**src/rtl/enemy_wave_ctrl.sv**
```systemverilog
// enemy_wave_ctrl: wave/difficulty scheduler giving spawn permission, move tick and level.
module enemy_wave_ctrl #(
  parameter int N_LEVEL            = 4,
  parameter int KILLS_PER_WAVE     = 16,
  parameter int CW                 = 24,
  parameter int BASE_COOLDOWN      = 9_999_999,
  parameter int COOLDOWN_STEP      = 1_000_000,
  parameter int MIN_COOLDOWN       = 2_000_000,
  parameter int BASE_MOVE_PERIOD   = 1_000_000,
  parameter int MOVE_STEP          = 100_000,
  parameter int MIN_MOVE_PERIOD    = 400_000,
  parameter int INTERMISSION_TICKS = 50_000_000,
  localparam int LW = N_LEVEL > 1 ? $clog2(N_LEVEL) : 1
) (
  input  logic          clk,
  input  logic          reset,
  input  logic          start,
  input  logic          gameover,
  input  logic          killed,
  input  logic          spawned,
  output logic          spawn_allow,
  output logic          move,
  output logic [LW-1:0] level,
  output logic          wave_done,
  output logic          intermission
);
  localparam int KW = $clog2(KILLS_PER_WAVE + 1);
  localparam int BW = INTERMISSION_TICKS > 1 ? $clog2(INTERMISSION_TICKS) : 1;
  typedef enum logic [1:0] {S_IDLE, S_WAVE, S_BREAK} state_t;
  state_t state;
  logic [KW-1:0] kill_cnt, spawns_left;
  logic [CW-1:0] cd_cnt, mv_cnt, cd_dec, mv_dec, cur_cd, cur_mv;
  logic [BW-1:0] br_cnt;
  logic wave_end;
  // Level-scaled periods clamp to their floor instead of underflowing.
  always_comb begin
    cd_dec = CW'(level) * CW'(COOLDOWN_STEP);
    mv_dec = CW'(level) * CW'(MOVE_STEP);
    cur_cd = cd_dec >= CW'(BASE_COOLDOWN - MIN_COOLDOWN) ? CW'(MIN_COOLDOWN) : CW'(BASE_COOLDOWN) - cd_dec;
    cur_mv = mv_dec >= CW'(BASE_MOVE_PERIOD - MIN_MOVE_PERIOD) ? CW'(MIN_MOVE_PERIOD) : CW'(BASE_MOVE_PERIOD) - mv_dec;
  end
  assign spawn_allow  = state == S_WAVE && cd_cnt == cur_cd && spawns_left != '0;
  assign move         = state == S_WAVE && mv_cnt == cur_mv - CW'(1);
  assign intermission = state == S_BREAK;
  assign wave_end     = killed && kill_cnt == KW'(KILLS_PER_WAVE - 1);
  always_ff @(posedge clk or posedge reset) begin
    if (reset) begin
      state       <= S_IDLE;
      level       <= '0;
      kill_cnt    <= '0;
      spawns_left <= '0;
      cd_cnt      <= '0;
      mv_cnt      <= '0;
      br_cnt      <= '0;
      wave_done   <= 1'b0;
    end else begin
      wave_done <= 1'b0;
      case (state)
        S_IDLE: begin
          level       <= '0;
          kill_cnt    <= '0;
          spawns_left <= KW'(KILLS_PER_WAVE);
          cd_cnt      <= '0;
          mv_cnt      <= '0;
          if (start) state <= S_WAVE;
        end
        S_WAVE: begin
          if (gameover) state <= S_IDLE;
          else begin
            cd_cnt      <= spawned ? '0 : cd_cnt < cur_cd ? cd_cnt + 1'b1 : cd_cnt;
            spawns_left <= spawned && spawns_left != '0 ? spawns_left - 1'b1 : spawns_left;
            mv_cnt      <= mv_cnt >= cur_mv - CW'(1) ? '0 : mv_cnt + 1'b1;
            if (killed) kill_cnt <= kill_cnt + 1'b1;
            if (wave_end) begin
              state     <= S_BREAK;
              wave_done <= 1'b1;
              br_cnt    <= '0;
              if (level != LW'(N_LEVEL - 1)) level <= level + 1'b1;
            end
          end
        end
        S_BREAK: begin
          if (gameover) state <= S_IDLE;
          else if (br_cnt == BW'(INTERMISSION_TICKS - 1)) begin
            state       <= S_WAVE;
            kill_cnt    <= '0;
            spawns_left <= KW'(KILLS_PER_WAVE);
            cd_cnt      <= '0;
            mv_cnt      <= '0;
          end else br_cnt <= br_cnt + 1'b1;
        end
        default: state <= S_IDLE;
      endcase
    end
  end
endmodule

```
**config.mk**
```make
export PLATFORM = sky130hd
export DESIGN_NAME = enemy_wave_ctrl
export DESIGN_NICKNAME = d
export VERILOG_FILES = /design/src/rtl/enemy_wave_ctrl.sv
export SDC_FILE = /design/constraint.sdc
export NUM_CORES = 1
export LEC_CHECK = 0
export CORE_MARGIN = 2
export CORE_UTILIZATION = 58
export DETAILED_ROUTE_END_ITERATION = 8
export PLACE_DENSITY_LB_ADDON = 0.12
export SYNTH_ARGS = -nofsm -noshare
export SYNTH_HDL_FRONTEND = slang
export SYNTH_SLANG_ARGS = --single-unit
```
**constraint.sdc**
```tcl
create_clock -name clk -period 3.62 [get_ports clk]
set_input_delay 0.543 -clock clk [delete_from_list [all_inputs] [get_ports clk]]
set_output_delay 0.543 -clock clk [all_outputs]
set_load 0.02 [all_outputs]
```
==> results.cfg <==
[clock_tree]
clk_pin_slew_ns = 0.09
cts_max_level = 3
insertion_delay_ns = 0.38
cts_buffers = 9
cts_tree = yes
cts_buffer_depth = 2
holdBufCountCts = 0
cts_root_buffer = clkbuf_8
cts_sinks = 89

[worst_setup_path]
worst-path-max-fanout = 6
required_ns = 3.08
endpoint_kind = output pin
regToRegEndpoint = mv_cnt[10]
slowest_delay_ns = 0.39
cp-endpoint = move
r2r_cells = 14
startpoint_type = flop
reg2reg_slack_ns = 0.32
cpMaxStageDelayCell = dfrtp_1
r2r-start = level[0]
crit_chain = inv_1, ha_2, inv_1, nand3_1, xnor2_1, ha_1, nand4_1, nor4_2, nand3_1, nor2_1, clkbuf_2
cp.arrival_ns = 2.86
cp-startpoint = level[0]
critPathKind = flop to output pin

[routing]
via_per_inst = 6.38
postRouteAntennaNets = 0
drc = 0
first_pass_iters = 6
num_vias = 5506
first_iter_violations = 376
wirelength_um = 14600
wl_per_cell_um = 17.0

[timing]
period_minus_slack_ns = 3.41
finalHoldViolCount = 0
max_freq_mhz = 294
fin_skew_ns = 0.00832
setup_viol = 0
rsz0062_at_grt = false
tns_ns = 0
drv_slew = 0
worstMarginPinSlew_ns = 1.05
min_period_over_period = 0.941
relSlewSlack = 0.297

[hold_path]
hold_class = flop to flop

[global_routing]
grt_max_degree = 90
grt_pass1_vias = 5340
grt_use_total = 0.272
antenna_found_initial = 0
grt_overflow_total = 0
grt_pass1_wl_um = 24900

[layout]
diodes = 0
fin_util = 0.647
area_growth_pct = 8.30
nNetsFinal = 777
layout-drive-gt1-share = 0.0798

[pwr]
cellPowerDensity_nw_per_um2 = 310
p_leak_uw = 0.00291
ir_drop_mv = 0.166

[logic_synthesis]
synth_warnings = 0
syn_inst = 710
synth_edf_count = 0
ys.flop_type = dfrtp_1
synth_area_sq_um = 6140
synthDistinctLibCells = 70
synth_area_per_cell_sq_um = 8.64
synth_top_area_share = 0.363
synth-async-reset-ratio = 1.00
yosysSeqAreaShare = 0.363
ys_ff_latch = 89
yosysTopAreaCell = dfrtp_1
synth_common_cells = dfrtp_1 (89), nand2_1 (89), nand3_1 (50), ha_1 (48), nor2_1 (48)
synthTopCellsByArea = dfrtp_1 (36%), ha_1 (9.8%), nand2_1 (5.4%)

[placement]
io_buffer_count = 11
routabilityCongestion = 0.889
hpwl_um = 10500

[floorplanning]
dieWidth_um = 107
rows = 37
boundaryPins = 12
start_util = 0.597
fp.dieH_um = 107
coreArea_sq_um = 10300
die_area_sq_um = 11400

[flow_run]
max-cap-violations = 0

[status]
outcome = complete, no violations
==> cells in the final DEF, fill, tap and decap left out, types with 6 or more instances in the layout <==
| master | Yosys | layout |
|---|---|---|
| clkbuf_8 | 0 | 10 |
| or4_1 | 10 | 10 |
| nand4_1 | 29 | 29 |
| xnor2_1 | 15 | 15 |
| inv_1 | 25 | 24 |
| a2111oi_0 | 7 | 7 |
| nand2_1 | 89 | 89 |
| o21ai_0 | 39 | 39 |
| clkdlybuf4s50_1 | 0 | 10 |
| mux2i_1 | 9 | 9 |
| a22o_1 | 12 | 12 |
| nand3_1 | 50 | 50 |
| nor3_1 | 23 | 23 |
| a21o_1 | 15 | 15 |
| nor4_1 | 9 | 8 |
| and3_1 | 14 | 14 |
| nand2b_1 | 17 | 17 |
| dfrtp_1 | 89 | 89 |
| ha_1 | 48 | 47 |
| or3_1 | 7 | 7 |
| nor2_1 | 48 | 48 |
| o31ai_1 | 6 | 6 |
| buf_4 | 1 | 18 |
| and4_1 | 7 | 7 |
| a21oi_1 | 28 | 28 |
==> through the flow <==
step                      setup slack (ns)  cell area (sq um)  cells  hold WS, ns  power (uW)
after floorplan                      0.362               6150    713        0.441        1290
after global placement               0.322               6440    847        0.462        1360
after CTS                           0.0819               6640    862        0.503        2080
after global routing                0.0143               6650    863        0.524        2160
after detailed placement             0.137               6440    847        0.482        1370
final                                0.213               6650    863        0.492        2060
==> per-layer routing <==
layer | global-route usage | wire length [um] | vias to the layer above
li1 | - | - | 2667
met1 | 0.375 | 6880 | 2685
met2 | 0.430 | 6870 | 131
met3 | 0.0450 | 620 | 23
met4 | 0.105 | 262 | 0
met5 | 0 | 0 | -
==> repair_timing <==
| action | in CTS | in global routing |
|---|---|---|
| pin swaps | 0 | 1 |
| setup buffers | 0 | 1 |
| gates resized for setup | 2 | 3 |
| setup endpoints to repair | 1 | 1 |
| endpoints found under the hold margin | 0 | 0 |
==> flip-flops by register name, summed over array words and instances, names as in the netlist <==
| register | flops |
|---|---|
| br_cnt | 26 |
| level | 2 |
| state | 2 |
| spawns_left | 5 |
| wave_done | 1 |
| cd_cnt | 24 |
| mv_cnt | 24 |
| kill_cnt | 5 |
==> cells by family (layout without fill, tap and decap cells) <==
group                    after synthesis  count (layout)  synth area share
multiplexers                           9               9            0.0147
buffers and inverters                 57              71            0.0383
other                                  1               4          0.000611
XOR/XNOR                              17              17            0.0243
adder cells (fa/ha/maj)               48              48            0.0979
AO/OA/AOI/OAI                        156             156             0.177
flip-flops                            89              89             0.363
AND/OR/NAND/NOR                      333             333             0.284
==> worst min-delay path by stage <==
stage / start / to / slack (ns) / cells after the start
floorplan: spawns_left[4] / spawns_left[4] / 0.44 / 1
global placement: kill_cnt[3] / kill_cnt[3] / 0.46 / 1
detailed placement: kill_cnt[4] / kill_cnt[4] / 0.48 / 2
CTS: kill_cnt[4] / kill_cnt[4] / 0.50 / 2
global route: spawns_left[4] / spawns_left[4] / 0.52 / 1
finish: kill_cnt[4] / kill_cnt[4] / 0.49 / 2
==> critical path: cells and delay by family (launching register included) <==
| kind | cells | cell delay (ns) |
|---|---|---|
| XOR/XNOR | 1 | 0.14 |
| adder cells (fa/ha/maj) | 2 | 0.65 |
| buffers and inverters | 3 | 0.49 |
| AND/OR/NAND/NOR | 5 | 0.81 |
| flip-flops | 1 | 0.39 |
==> final cells by class <==
type,instances,area [sq um]
Clock inverter,4,52.6
Tap cell,136,170
Clock buffer,11,141
Sequential cell,89,2230
Inverter,26,98.8
Multi-Input combinational cell,567,3700
Fill cell,887,3630
Timing Repair Buffer,30,260
==> power by group <==
part | leakage (uW) | switching, uW | internal, uW | total (uW)
logic | 0.00162 | 162 | 93.9 | 256
registers | 0.00118 | 53.4 | 1040 | 1090
clock network | 0.0000998 | 372 | 337 | 709
total | 0.00291 | 587 | 1470 | 2060
(Power assumes the default switching activity.)
